## config.mk

```make
export PLATFORM = sky130hd
export DESIGN_NAME = fnd_scan_controller_flat
export DESIGN_NICKNAME = d
export VERILOG_FILES = /design/src/rtl/fnd_scan_controller_pkg.sv /design/src/rtl/fnd_scan_controller_if.sv /design/src/rtl/bcd_to_7seg.sv /design/src/rtl/fnd_scan_controller.sv /design/src/flat_wrapper.sv
export SDC_FILE = /design/constraint.sdc
export NUM_CORES = 1
export LEC_CHECK = 0
export CAP_MARGIN = 5
export CORE_MARGIN = 1
export CORE_UTILIZATION = 45
export DETAILED_ROUTE_END_ITERATION = 8
export HOLD_SLACK_MARGIN = 0.08
export PLACE_DENSITY_LB_ADDON = 0.25
export SLEW_MARGIN = 20
export SYNTH_ARGS = -nofsm -noshare
export SYNTH_HDL_FRONTEND = slang
export SYNTH_SLANG_ARGS = --single-unit
```

## constraint.sdc

```tcl
create_clock -name clk -period 3.6 [get_ports clk]
set_input_delay 0.36 -clock clk [delete_from_list [all_inputs] [get_ports clk]]
set_output_delay 0.36 -clock clk [all_outputs]
set_load 0.01 [all_outputs]
```

## src/rtl/fnd_scan_controller_pkg.sv

```systemverilog
// ============================================================================
// fnd_scan_controller_pkg
// Shared 7-segment constants for the FND display blocks.
// Revision: 1.0
// ============================================================================
`default_nettype none

package fnd_scan_controller_pkg;

   // Active-low segment patterns, bit order [6:0] = g..a
   localparam logic [6:0] SEG_0     = 7'h40;
   localparam logic [6:0] SEG_1     = 7'h79;
   localparam logic [6:0] SEG_2     = 7'h24;
   localparam logic [6:0] SEG_3     = 7'h30;
   localparam logic [6:0] SEG_4     = 7'h19;
   localparam logic [6:0] SEG_5     = 7'h12;
   localparam logic [6:0] SEG_6     = 7'h02;
   localparam logic [6:0] SEG_7     = 7'h78;
   localparam logic [6:0] SEG_8     = 7'h00;
   localparam logic [6:0] SEG_9     = 7'h10;
   localparam logic [6:0] SEG_BLANK = 7'h7F;

   localparam logic [3:0] COM_ALL_OFF  = 4'b1111;
   localparam logic [7:0] FONT_ALL_OFF = 8'hFF;
   localparam int         DP_BIT       = 7;

endpackage

`default_nettype wire

```

## src/rtl/fnd_scan_controller_if.sv

```systemverilog
// ============================================================================
// fnd_scan_controller_if
// Tick/BCD inputs and FND pin outputs of the scan controller.
// Revision: 1.0
// ============================================================================
`default_nettype none

interface fnd_scan_controller_if;
   logic        i_tick;
   logic [15:0] i_bcd;
   logic [3:0]  i_dp;
   logic [3:0]  o_fnd_com;
   logic [7:0]  o_fnd_font;
   logic        o_frame;

   modport master (
      output i_tick, i_bcd, i_dp,
      input  o_fnd_com, o_fnd_font, o_frame
   );

   modport slave (
      input  i_tick, i_bcd, i_dp,
      output o_fnd_com, o_fnd_font, o_frame
   );
endinterface

`default_nettype wire

```

## src/rtl/bcd_to_7seg.sv

```systemverilog
// ============================================================================
// bcd_to_7seg
// Combinational BCD to active-low 7-segment decoder; 10..15 decode to blank.
// Revision: 1.0
// ============================================================================
`default_nettype none

module bcd_to_7seg
   import fnd_scan_controller_pkg::*;
(
   input  logic [3:0] bcd_i,
   output logic [6:0] seg_o
);

   always_comb begin
      seg_o = SEG_BLANK;
      case (bcd_i)
         4'd0:    seg_o = SEG_0;
         4'd1:    seg_o = SEG_1;
         4'd2:    seg_o = SEG_2;
         4'd3:    seg_o = SEG_3;
         4'd4:    seg_o = SEG_4;
         4'd5:    seg_o = SEG_5;
         4'd6:    seg_o = SEG_6;
         4'd7:    seg_o = SEG_7;
         4'd8:    seg_o = SEG_8;
         4'd9:    seg_o = SEG_9;
         default: seg_o = SEG_BLANK;
      endcase
   end

endmodule

`default_nettype wire

```

## src/rtl/fnd_scan_controller.sv

```systemverilog
// ============================================================================
// fnd_scan_controller
// 4-digit multiplexed FND driver with anti-ghost blanking and frame snapshot.
// Revision: 1.0
// ============================================================================
`default_nettype none

module fnd_scan_controller
   import fnd_scan_controller_pkg::*;
#(
   parameter int BLANK_CYCLES = 1000,
   parameter bit LZ_BLANK     = 1'b0
) (
   input  logic                  clk,
   input  logic                  reset,
   fnd_scan_controller_if.slave  bus
);

   localparam int              CNT_W      = (BLANK_CYCLES > 0) ? $clog2(BLANK_CYCLES + 1) : 1;
   localparam logic [CNT_W-1:0] BLANK_LOAD = CNT_W'(BLANK_CYCLES);

   logic [1:0]       digit_q, digit_d;
   logic [CNT_W-1:0] blank_q, blank_d;
   logic [15:0]      shadow_bcd_q, shadow_bcd_d;
   logic [3:0]       shadow_dp_q, shadow_dp_d;
   logic [3:0]       com_q, com_d;
   logic [7:0]       font_q, font_d;
   logic             frame_q, frame_d;

   logic [3:0]       nibble;
   logic [6:0]       seg;
   logic             lz_hide;

   always_comb begin
      digit_d      = digit_q;
      blank_d      = blank_q;
      shadow_bcd_d = shadow_bcd_q;
      shadow_dp_d  = shadow_dp_q;
      frame_d      = 1'b0;
      if (bus.i_tick) begin
         digit_d = digit_q + 2'd1;
         blank_d = BLANK_LOAD;
         // Latch a whole frame at the wrap so all four digits share one sample
         if (digit_q == 2'd3) begin
            shadow_bcd_d = bus.i_bcd;
            shadow_dp_d  = bus.i_dp;
            frame_d      = 1'b1;
         end
      end else if (blank_q != '0) begin
         blank_d = blank_q - CNT_W'(1);
      end
   end

   assign nibble  = shadow_bcd_q[{digit_q, 2'b00} +: 4];
   // A digit is a leading zero when it and every digit to its left are zero
   assign lz_hide = LZ_BLANK && (digit_q != 2'd0) &&
                    ((shadow_bcd_q >> {digit_q, 2'b00}) == 16'h0000);

   bcd_to_7seg u_dec (
      .bcd_i (nibble),
      .seg_o (seg)
   );

   always_comb begin
      com_d  = (blank_q != '0) ? COM_ALL_OFF : ~(4'b0001 << digit_q);
      font_d = FONT_ALL_OFF;
      font_d[6:0]    = lz_hide ? SEG_BLANK : seg;
      font_d[DP_BIT] = ~shadow_dp_q[digit_q];
   end

   always_ff @(posedge clk) begin
      if (reset) begin
         digit_q      <= 2'd0;
         blank_q      <= '0;
         shadow_bcd_q <= 16'h0000;
         shadow_dp_q  <= 4'h0;
         com_q        <= COM_ALL_OFF;
         font_q       <= FONT_ALL_OFF;
         frame_q      <= 1'b0;
      end else begin
         digit_q      <= digit_d;
         blank_q      <= blank_d;
         shadow_bcd_q <= shadow_bcd_d;
         shadow_dp_q  <= shadow_dp_d;
         com_q        <= com_d;
         font_q       <= font_d;
         frame_q      <= frame_d;
      end
   end

   assign bus.o_fnd_com  = com_q;
   assign bus.o_fnd_font = font_q;
   assign bus.o_frame    = frame_q;

endmodule

`default_nettype wire
```

## src/flat_wrapper.sv

```systemverilog
// flat-port wrapper written by rule: the top's interface ports become plain ports
module fnd_scan_controller_flat import fnd_scan_controller_pkg::*;
#(
   parameter int BLANK_CYCLES = 1000,
   parameter bit LZ_BLANK     = 1'b0
)
  (clk, reset, bus_i_tick, bus_i_bcd, bus_i_dp, bus_o_fnd_com, bus_o_fnd_font, bus_o_frame);
  fnd_scan_controller_if bus_i ();
  input  logic clk;
  input  logic reset;
  input wire logic [$bits(bus_i.i_tick)-1:0] bus_i_tick;
  input wire logic [$bits(bus_i.i_bcd)-1:0] bus_i_bcd;
  input wire logic [$bits(bus_i.i_dp)-1:0] bus_i_dp;
  output wire logic [$bits(bus_i.o_fnd_com)-1:0] bus_o_fnd_com;
  output wire logic [$bits(bus_i.o_fnd_font)-1:0] bus_o_fnd_font;
  output wire logic [$bits(bus_i.o_frame)-1:0] bus_o_frame;
  assign bus_i.i_tick = bus_i_tick;
  assign bus_i.i_bcd = bus_i_bcd;
  assign bus_i.i_dp = bus_i_dp;
  assign bus_o_fnd_com = bus_i.o_fnd_com;
  assign bus_o_fnd_font = bus_i.o_fnd_font;
  assign bus_o_frame = bus_i.o_frame;
  fnd_scan_controller #(.BLANK_CYCLES(BLANK_CYCLES), .LZ_BLANK(LZ_BLANK)) u_core (.clk(clk), .reset(reset), .bus(bus_i));
endmodule
```

# --- Word level (Yosys, flattened, before mapping) ---
# Memories as Yosys holds them, arrays and structs flattened. A register that Yosys moved wholly into a read port is not among the register bits.
# Index checks and enable logic that the tools add are counted.
# W data, S select, Z words.
word_totals:
  regBits: 45
  mem_bits_ro: 112
  in_bits: 23
  out_inout_bits: 13
  word_cells: 29
  memories: 1
mem_list:
  columns: ["memory", "words", "word_bits", "read_ports", "rd_ports_with_merged_regs", "write_ports", "line", "rtl"]
  rows:
  - ["(name not given)", 16, 7, 1, 1, 0, "bcd_to_7seg.sv:17", "case (bcd_i)"]
op_classes:
  n_addsub: 2
  magnitude_cmp: 1
  eq_ne: 1
  n_shift: 2
  mux: 5
  bitwise_logic: 3
  reduce_logical: 6
ops:
  columns: ["cell", "n"]
  rows:
  - ["$mux W10", 2]
  - ["$shiftx A16 B5 Y4", 1]
  - ["$reduce_bool A10 Y1", 1]
  - ["$sub A10 B1 Y10 const B", 1]
  - ["$reduce_or A2 Y1", 3]
  - ["$not A4 Y4", 1]
  - ["$shl A1 B2 Y4 const A", 1]
  - ["$lt A2 B3 Y1 const B", 1]
  - ["$add A2 B1 Y2 const B", 1]
  - ["$bmux W1 S2", 1]
  - ["$eq A2 B2 Y1 const B", 1]
  - ["$mux W1", 2]
  - ["$not A1 Y1", 2]
  - ["$reduce_and A2 Y1", 1]
  - ["$reduce_bool A2 Y1", 1]

# --- Depth between registers and ports, before layout ---
# Gate-level depths: netlist of run 1.
logic_depth:
  ltp_word: 3
  ltp_mapped: 8
  ltp_nobuf: 7

# --- By module ---
# Synthesis of run 1 repeated with hierarchy kept, for this count alone.
hier_totals:
  cells_unflattened: 229
  hier_area_um2: 2020.7
modules_own_cells:
  columns: ["module", "n_inst", "cells_each", "area_per_inst_um2", "seq_area_each_um2"]
  rows:
  - ["fnd_scan_controller", 1, 196, 1810.5, 900.9]
  - ["bcd_to_7seg", 1, 33, 210.2, 0.0]

# --- Least setup slack after synthesis of run 1 ---
# OpenSTA, ideal clock, no wires.
synth_timing:
  path_type: "register to register"
  startpoint: "reg u_core.digit_q[0]"
  endpoint: "reg u_core.font_q[4] (netlist: u_core.bus.o_fnd_font[4])"
  setup_time_ps: 119
  t_arrival_ps: 1686
  required_time_ps: 3481
  slack_ps: 1795
  stages_incl_launch_ff: 9
  path_buffers: 1
  period_less_slack_ps: 1805
  cell_sequence: "dfxtp_1 > buf_2 > mux4_2 > inv_1 > ha_1 > inv_1 > a21o_1 > a21oi_1 > o21bai_1"
synth_between:
  elab_chain_len: 1
synth_lines:
  columns: ["item", "line", "rtl"]
  rows:
  - ["start, declared", "fnd_scan_controller.sv:22", "logic [1:0] digit_q, digit_d;"]
  - ["start signal, assigned", "fnd_scan_controller.sv:81", "digit_q <= digit_d;"]
  - ["$shiftx A16 B5 Y4", "fnd_scan_controller.sv:54", "assign nibble = shadow_bcd_q[{digit_q, 2'b00} +: 4];"]
  - ["end, declared", "fnd_scan_controller.sv:27", "logic [7:0] font_q, font_d;"]
# No other way between the ends.
# A chain may end at the register's enable or synchronous reset.

# --- Worst setup path in the final report of run 1 ---
layout_timing:
  startpoint: "reg u_core.digit_q[0]"
  endpoint: "reg u_core.font_q[1] (netlist: u_core.bus.o_fnd_font[1])"
# The elaborated chain is that of the path after synthesis.

==> flow_metrics.py, run 1 <==
metrics = {
    "timing": {
        "setup_viol": 0,
        "max_clock_freq_mhz": 484.6,
        "rsz0062_at_grt": "no",
        "timing.final.max_slew_violations": 0,
        "hold_viol": 0,
        "finalSetupTns_ps": 0,
        "fin_crit_ps": 2063,
        "worstMarginPinSlew_ps": 680.4,
        "hold_slack_ps": 453.8,
        "timing.final.crit_share_pct": 57.32,
        "clock_skew_ps": 6.460,
        "maxSlewHeadroom_pct": 54.53,
    },
    "global_routing": {
        "grt_pass1_vias": 1396,
        "grt_max_degree": 36,
        "grt-ovfl-total": 0,
        "grt_pass1_wl_um": 6127,
        "antenna_found_initial": 0,
        "track_usage_pct": 18.00,
    },
    "synthesis": {
        "yosys_warnings": 0,
        "yosys.area.top_type": "dfxtp_1",
        "synth_top_area_share_pct": 45.86,
        "syn-cell-area_mm2": 0.001964,
        "ys_ff_latch": 45,
        "synth_fp_nets": 249,
        "syn_inst": 216,
        "ys_types": 37,
        "synthTopCellsByArea": "dfxtp_1, nand2_1, a21oi_1",
        "avgSynthCellArea_um2": 9.094,
        "ys_seq_area_share_pct": 45.86,
    },
    "floorplanning": {
        "initial_core_util_pct": 48.07,
        "die-area_mm2": 0.004634,
        "chipWidth_um": 68.07,
        "core_mm2": 0.004086,
        "pin_count": 36,
        "rows": 23,
        "die_h_um": 68.07,
    },
    "placement": {
        "gp_congestion": 0.7806,
        "port_buffers": 35,
        "place_hpwl_um": 2433,
    },
    "clock_network": {
        "cts_setup_buffers": 0,
        "cts_tree": "done",
        "clk_pin_slew_ps": 80,
        "ctsResizeCount": 0,
        "cts_made_buffers": 5,
        "htreeDepth": 2,
        "cts-root-buf": "clkbuf_8",
        "cts_sinks": 45,
        "hold_buffers": 0,
        "clockBufferDepth": 2,
        "clock_latency_ps": 290,
    },
    "min_path": {
        "hold_path_class": "reg -> reg",
    },
    "power": {
        "power.density_mw_per_mm2": 425.9,
        "vdd_drop_max_mv": 0.1894,
        "leakage_nw": 0.8849,
    },
    "detailed_routing": {
        "drt_iter0_drc": 88,
        "drt_pass1_iterations": 4,
        "avgRoutedWirePerCell_um": 12.17,
        "vias": 1525,
        "finalWirelength_um": 3615,
        "antenna_left": 0,
        "viasPerCell": 5.135,
        "route.detailed.drc": 0,
    },
    "finish": {
        "drive_gt1_share_pct": 8.097,
        "areaGrowthSynthToFinish_pct": 23.95,
        "diodes": 0,
        "final_nets": 280,
    },
    "worst_setup_path": {
        "end_kind": "flip-flop",
        "path_max_fanout": 9,
        "crit_type": "reg -> reg",
        "start_kind": "flip-flop",
        "worstPathArrival_ps": 2240,
        "crit_required_ps": 3780,
    },
    "run_status": {
        "status": "finished, final reports clean",
    },
    "run": {
        "maxCapViolCount": 0,
    },
}
critical path, cell delays in order, from the launching register on:
cell and delay (ps):
dfxtp_1 640, mux4_2 630, inv_1 160, ha_1 270
a21oi_1 130, o21bai_1 110
flip-flops by register name (all words and copies together) (netlist names):
signal                 cells
u_core.blank_q            10
u_core.bus.o_fnd_com       4
u_core.shadow_dp_q         4
u_core.shadow_bcd_q       16
u_core.bus.o_fnd_font      8
u_core.digit_q             2
u_core.bus.o_frame         1
per-stage QoR:
stage	area (um^2)	worst slack [ps]	total power [W]	cells	util (%)
3_3_place_gp	2331	1495	0.0006845	290	57.04
2_1_floorplan	1964	1795	0.0006341	216	-
6_report	2435	1537	0.001037	297	59.58
4_1_cts	2435	1514	0.001050	297	59.58
3_5_place_dp	2331	1476	0.0006858	290	57.04
5_1_grt	2435	1380	0.001092	297	59.58
path summary, 6_finish.rpt:
path                                        from                             endpoint  slack [ps]  depth (start not counted)
max               u_core.digit_q[0]$_SDFFE_PP0P_  u_core.bus.o_fnd_font[1]$_SDFF_PP1_        1540                          5
min          u_core.shadow_bcd_q[7]$_SDFFE_PP0P_  u_core.shadow_bcd_q[7]$_SDFFE_PP0P_         450                          2
max reg2reg       u_core.digit_q[0]$_SDFFE_PP0P_  u_core.bus.o_fnd_font[1]$_SDFF_PP1_        1540                          5
min reg2reg  u_core.shadow_bcd_q[7]$_SDFFE_PP0P_  u_core.shadow_bcd_q[7]$_SDFFE_PP0P_         450                          2
layer usage:
layer	wire, um	track usage (%)
met1	1797	23.18
met2	1621	27.94
met3	138	5.500
met4	58	7.031
met5	0	0
area by class of cell:
class                           count  area [um^2]
Fill cell                         382         1652
Multi-Input combinational cell    149        972.2
Sequential cell                    45        900.9
Timing Repair Buffer               36        357.8
Clock buffer                        5        68.82
Tap cell                           50        62.56
Inverter                           10        37.54
Clock inverter                      2        35.03
power by group:
| part | total (W) | internal, W | leakage, nW | switching, W |
|---|---|---|---|---|
| Sequential | 0.000542 | 0.000518 | 0.368 | 0.0000237 |
| Clock | 0.000363 | 0.000202 | 0.0540 | 0.000161 |
| Combinational | 0.000132 | 0.0000744 | 0.463 | 0.0000580 |
cells in the mapped netlist, drive strengths merged:
cell     number
clkbuf       10
a2111oi       1
a21oi        29
o22ai         1
o21bai        2
nor3b         2
xnor2         3
nand3b        1
o41ai         1
a211oi        1
o21ai         1
nand3         1
mux4          5
ha           10
a31oi         3
nand4b        1
mux2i         6
nand2b        4
and2          1
nor4          1
nor4bb        1
a21boi        1
nand2        49
or4           1
clkinv        1
buf           2
and3          1
a311oi        1
o31a          1
inv           9
dfxtp        45
nor2         12
nor3          7
a21o          1
placed cells by master (no fill, tap or decap), types with 3 or more instances in the layout:
cell type,count
nand2_1,49
dfxtp_1,45
clkdlybuf4s50_1,35
a21oi_1,29
nor2_1,12
ha_1,10
inv_1,9
mux2i_1,6
mux4_2,5
nor3_1,5
clkbuf_8,5
nand2b_1,4
xnor2_1,3
a31oi_1,3
cell families after synthesis:
family | Yosys count | synth area share [%]
fa+ha+maj | 10 | 6.369
mux | 11 | 8.790
flops | 45 | 45.86
buf+inv | 22 | 4.649
simple gates | 82 | 19.94
compound gates | 43 | 13.06
xor+xnor | 3 | 1.338
Note: power is estimated with default switching activity, not from simulation.
==> run 2, diff against run 1 <==
==> constraint.sdc (replaced) <==
create_clock -name clk -period 1.8 [get_ports clk]
set_input_delay 0.18 -clock clk [delete_from_list [all_inputs] [get_ports clk]]
set_output_delay 0.18 -clock clk [all_outputs]
set_load 0.01 [all_outputs]
==> run 2 against run 1 <==
Effect of this change: total power grew 110%; first-iteration DRC count fell by 17%; core utilization up 3.5 points; highest routed layer unchanged; sequential share of layout area is 1.9 points lower; final cell count grew 4.4%; wire length is 6.3% higher; critical path depth rose by 2; die area unchanged; via count grew 2.4%; sequential power rose by 99%.
==> flow_metrics.py, run 2 (synthesis gave the netlist of run 1 again) <==
metrics = {
    "clock_network": {
        "cts_tree": "done",
        "clockBufferDepth": 2,
        "clock_latency_ps": 300,
        "cts_setup_buffers": 0,
        "cts_made_buffers": 5,
        "htreeDepth": 2,
        "cts-root-buf": "clkbuf_8",
        "cts_sinks": 45,
        "hold_buffers": 0,
        "clk_pin_slew_ps": 90,
    },
    "finish": {
        "top_register": "u_core.shadow_bcd_q",
        "final_nets": 292,
        "final_area_mm2": 0.002577,
        "final_common_cell": "nand2_1",
        "drive_gt1_share_pct": 14.62,
        "post-route-util_pct": 63.07,
        "diodes": 0,
        "areaGrowthSynthToFinish_pct": 31.21,
        "final_cell_mix": "nand2_1, dfxtp_1, clkdlybuf4s50_1, a21oi_1",
        "largest_reg_flops": 16,
        "finalNonFillerCells": 310,
    },
    "power": {
        "leakage_nw": 0.9583,
        "vdd_drop_max_mv": 0.4644,
        "power.density_mw_per_mm2": 839.0,
    },
    "worst_setup_path": {
        "r2r-end": "u_core.bus.o_fnd_font[4]$_SDFF_PP1_",
        "slowest_delay_ps": 520,
        "crit_buf_inv": 2,
        "crit_required_ps": 2000,
        "start_kind": "flip-flop",
        "crit_path_start": "u_core.digit_q[0]$_SDFFE_PP0P_",
        "crit_type": "reg -> reg",
        "reg2reg_slack_ps": 140,
        "end_kind": "flip-flop",
        "r2r-start": "u_core.digit_q[0]$_SDFFE_PP0P_",
        "crit_cells": 7,
        "rr_worst_depth": 7,
        "slowest_stage": "mux4_2",
        "path_max_fanout": 5,
        "worstPathArrival_ps": 1860,
        "cp-endpoint": "u_core.bus.o_fnd_font[4]$_SDFF_PP1_",
        "crit_path_cell_trace": "mux4_2 -> inv_2 -> ha_1 -> inv_1 -> a21o_1 -> a21oi_1 -> o21bai_1",
        "cp_top_family": "multiplexers",
    },
    "placement": {
        "port_buffers": 35,
        "placedCellCount": 302,
        "place_hpwl_um": 2701,
        "gp_congestion": 0.7646,
        "dpl_cell_area_mm2": 0.002446,
    },
    "timing": {
        "max_clock_freq_mhz": 602.6,
        "hold_slack_ps": 411.3,
        "setup_viol": 0,
        "timing.final.max_slew_violations": 0,
        "rsz0062_at_grt": "no",
        "clock_skew_ps": 7.930,
        "worstMarginPinSlew_ps": 335.0,
        "timing.final.crit_share_pct": 92.19,
        "fin_crit_ps": 1659,
        "hold_viol": 0,
        "maxSlewHeadroom_pct": 77.46,
    },
    "min_path": {
        "hold_path_class": "in -> reg",
    },
    "floorplanning": {
        "initial_core_util_pct": 48.07,
        "pin_count": 36,
        "rows": 23,
        "core_mm2": 0.004086,
        "chipWidth_um": 68.07,
        "die-area_mm2": 0.004634,
        "die_h_um": 68.07,
    },
    "global_routing": {
        "grt-ovfl-total": 0,
        "antenna_found_initial": 0,
        "grt_pass1_vias": 1441,
        "grt_pass1_wl_um": 6513,
        "track_usage_pct": 19.52,
        "grt_max_degree": 37,
    },
    "detailed_routing": {
        "finalWirelength_um": 3841,
        "vias": 1562,
        "viasPerCell": 5.039,
        "drt_pass1_iterations": 3,
        "drt_iter0_drc": 73,
        "route.detailed.drc": 0,
        "avgRoutedWirePerCell_um": 12.39,
        "antenna_left": 0,
    },
    "run": {
        "maxCapViolCount": 0,
    },
    "run_status": {
        "status": "finished, final reports clean",
    },
}
-- run 2: final cells by class --
| cell class | count | area [um^2] |
|---|---|---|
| flip-flops and latches | 45 | 904.6 |
| multi-input cells | 149 | 984.7 |
| fillers | 368 | 1509 |
| clock buffers | 5 | 68.82 |
| well taps | 50 | 62.56 |
| repair buffers | 48 | 473.0 |
| inverters | 10 | 37.54 |
| clock inverters | 3 | 46.29 |
-- run 2: worst min-delay path, cell delays in order --
cell and delay (ps):
clkdlybuf4s50_1 390, nand2_1 50, a21oi_1 50
-- run 2: per-stage QoR --
step           total power, W  setup WS (ps)  setup TNS, ps
6_report             0.002162          140.5              0
2_1_floorplan        0.001270          48.67              0
4_1_cts              0.002174          72.78              0
3_5_place_dp         0.001406         -2.014         -2.014
5_1_grt              0.002269          32.00              0
3_3_place_gp         0.001398          97.49              0
-- run 2: power breakdown --
group	leakage, nW	internal [W]	switching, W	total [W]
clock network	0.0543	0.000415	0.000357	0.000772
registers	0.369	0.00104	0.0000407	0.00108
logic	0.535	0.000178	0.000135	0.000313
-- run 2: per-layer routing --
| metal | share of wire (%) | global-route usage [%] |
|---|---|---|
| met5 | 0 | 0 |
| met3 | 3.5 | 4.333 |
| met2 | 46 | 30.76 |
| met4 | 2.3 | 10.16 |
| met1 | 48 | 24.79 |
-- run 2: worst min-delay path by stage --
| stage | from | end | cells after the start |
|---|---|---|---|
| floorplan | reset | u_core.blank_q[1]$_SDFFE_PP0P_ | 1 |
| global placement | u_core.shadow_bcd_q[9]$_SDFFE_PP0P_ | u_core.shadow_bcd_q[9]$_SDFFE_PP0P_ | 2 |
| detailed placement | u_core.shadow_bcd_q[9]$_SDFFE_PP0P_ | u_core.shadow_bcd_q[9]$_SDFFE_PP0P_ | 2 |
| CTS | bus_i_bcd[15] | u_core.shadow_bcd_q[15]$_SDFFE_PP0P_ | 3 |
| global route | bus_i_bcd[8] | u_core.shadow_bcd_q[8]$_SDFFE_PP0P_ | 3 |
| finish | bus_i_bcd[15] | u_core.shadow_bcd_q[15]$_SDFFE_PP0P_ | 3 |
-- run 2: repair_timing --
action / CTS / global route
gates cloned: 0 / 0
setup endpoints to repair: 1 / 4
resized for setup: 1 / 5
==> run 3, diff against run 2 <==
--- a/config.mk
+++ b/config.mk
@@ -5,7 +5,8 @@
 export SDC_FILE = /design/constraint.sdc
 export NUM_CORES = 1
 export LEC_CHECK = 0
-export CAP_MARGIN = 5
+export CAP_MARGIN = 15
+export CORE_ASPECT_RATIO = 0.7
 export CORE_MARGIN = 1
 export CORE_UTILIZATION = 45
 export DETAILED_ROUTE_END_ITERATION = 8
==> run 3 against run 2 <==
Effect of this change: count of clock-buffer cells in the layout rose by 1; non-clock buffer count fell by 2; sequential share of layout area rose by 0.26 points; hold slack improved by 12 ps; clock skew fell by 1.3 ps; clock power rose by 1%; global-route usage fell by 0.055 points; highest routed layer unchanged.
==> flow_metrics.py, run 3 (synthesis gave the netlist of run 1 again) <==
metrics = {
    "global_routing": {
        "grt.busiest_layer": "met2",
        "met1_usage_pct": 27.63,
        "track_usage_pct": 19.47,
        "grt_pass1_vias": 1510,
        "grt_pass1_wl_um": 6858,
        "grt-ovfl-total": 0,
        "use_met2_pct": 28.45,
        "use_met3_pct": 5.920,
        "grt_max_degree": 22,
        "antenna_found_initial": 0,
    },
    "floorplanning": {
        "initial_core_util_pct": 48.61,
        "pin_count": 36,
        "rows": 19,
        "die-area_mm2": 0.004638,
        "chipWidth_um": 80.97,
        "core_mm2": 0.004041,
        "die_h_um": 57.28,
    },
    "timing": {
        "hold_slack_ps": 423.1,
        "timing.final.max_slew_violations": 0,
        "rsz0062_at_grt": "no",
        "hold_viol": 0,
        "max_clock_freq_mhz": 583.9,
        "fin_crit_ps": 1713,
        "worstMarginPinSlew_ps": 574.6,
        "maxSlewHeadroom_pct": 61.58,
        "timing.final.crit_share_pct": 95.14,
        "clock_skew_ps": 6.619,
        "setup_viol": 0,
    },
    "finish": {
        "final_area_mm2": 0.002559,
        "final_cell_mix": "nand2_1, dfxtp_1, clkdlybuf4s50_1, a21oi_1, nor2_1",
        "top_register": "u_core.shadow_bcd_q",
        "final_nets": 290,
        "final_common_cell": "nand2_1",
        "largest_reg_flops": 16,
        "drive_gt1_share_pct": 14.34,
        "areaGrowthSynthToFinish_pct": 30.25,
        "diodes": 0,
    },
    "worst_setup_path": {
        "end_kind": "flip-flop",
        "crit_buf_inv": 1,
        "cp_top_family": "multiplexers",
        "start_kind": "flip-flop",
        "slowest_delay_ps": 560,
        "crit_type": "reg -> reg",
        "worstPathArrival_ps": 1890,
        "path_max_fanout": 5,
        "crit_required_ps": 1970,
        "slowest_stage": "mux4_2",
        "crit_path_cell_trace": "mux4_2 -> inv_2 -> ha_1 -> a21oi_1 -> o21bai_1",
    },
    "run_status": {
        "status": "finished, final reports clean",
    },
    "clock_network": {
        "clockBufferDepth": 2,
        "clock_latency_ps": 290,
        "clk_pin_slew_ps": 80,
        "cts_made_buffers": 5,
        "cts_tree": "done",
        "cts_sinks": 45,
        "htreeDepth": 2,
        "hold_buffers": 0,
        "cts-root-buf": "clkbuf_8",
    },
    "power": {
        "power.density_mw_per_mm2": 849.5,
        "swShare_pct": 23.36,
        "vdd_drop_max_mv": 0.5427,
        "combPwrFrac_pct": 14.4,
        "leakage_nw": 0.9442,
        "p_sw_w": 0.0005077,
        "p_seq_share_pct": 49.6,
        "power_frac_clock_pct": 36.0,
        "p_int_w": 0.001666,
    },
    "detailed_routing": {
        "finalWirelength_um": 3922,
        "antenna_left": 0,
        "drt_pass1_iterations": 4,
        "route.detailed.drc": 0,
        "avgRoutedWirePerCell_um": 12.65,
        "vias": 1589,
        "viasPerCell": 5.126,
        "drt_iter0_drc": 35,
    },
    "min_path": {
        "hold_path_class": "in -> reg",
    },
    "placement": {
        "place_hpwl_um": 2808,
        "port_buffers": 35,
        "gp_congestion": 0.7884,
        "dpl_cell_area_mm2": 0.002421,
    },
    "run": {
        "maxCapViolCount": 0,
    },
}
## run 3: cell count changes in the layout (fill, tap and decap cells not counted)
| cell | before | now |
|---|---|---|
| and2_1 | 1 | 0 |
| and2_2 | 0 | 1 |
| buf_12 | 2 | 1 |
| buf_4 | 11 | 10 |
| clkbuf_8 | 5 | 6 |
| clkinv_4 | 1 | 0 |
## run 3: metrics by stage
step                worst slack (ps)  setup TNS (ps)  utilization, %  std cells  power (W)
floorplan                      48.67               0               -        216   0.001270
global placement               72.25               0           59.91        302   0.001401
detailed placement            -38.55          -38.55           59.91        302   0.001408
CTS                            20.26               0           62.91        310   0.002185
global route                   15.33               0           63.31        310   0.002284
finish                         87.50               0           63.31        310   0.002174
## run 3: worst paths after layout
kind / depth (start not counted) / slack, ps / from / endpoint
worst max-delay path: 5 / 90 / u_core.digit_q[0]$_SDFFE_PP0P_ / u_core.bus.o_fnd_font[1]$_SDFF_PP1_
worst min-delay path: 3 / 420 / bus_i_bcd[7] / u_core.shadow_bcd_q[7]$_SDFFE_PP0P_
worst max register to register: 5 / 90 / u_core.digit_q[0]$_SDFFE_PP0P_ / u_core.bus.o_fnd_font[1]$_SDFF_PP1_
worst min register to register: 2 / 460 / u_core.shadow_dp_q[3]$_SDFFE_PP0P_ / u_core.shadow_dp_q[3]$_SDFFE_PP0P_
## run 3: timing repair
item,4_1_cts,5_1_grt
setup buffers,0,0
endpoints found under the setup margin,2,25
gates resized for setup,1,6
## run 3: layer usage
layer	routed length (um)	vias up
li1	-	811
met1	2000	735
met2	1702	39
met3	184	4
met4	34	0
met5	0	-
## run 3: area by class of cell
class	instances	area [um^2]
inverters	10	37.54
fillers	342	1483
repair buffers	46	445.4
clock inverters	2	37.54
multi-input cells	149	985.9
well taps	52	65.06
flip-flops and latches	45	904.6
clock buffers	6	82.58
## run 3: power groups by stage
stage	clock, W	combinational (W)	sequential (W)
floorplan	0	0.000176	0.00109
global placement	0	0.000302	0.00110
detailed placement	0	0.000307	0.00110
CTS	0.000798	0.000309	0.00108
global route	0.000853	0.000347	0.00108
finish	0.000783	0.000313	0.00108
## run 3: tightest hold or removal path, cell delays in order
cell             delay, ps
clkdlybuf4s50_1        390
nand2_1                 50
a21oi_1                 50
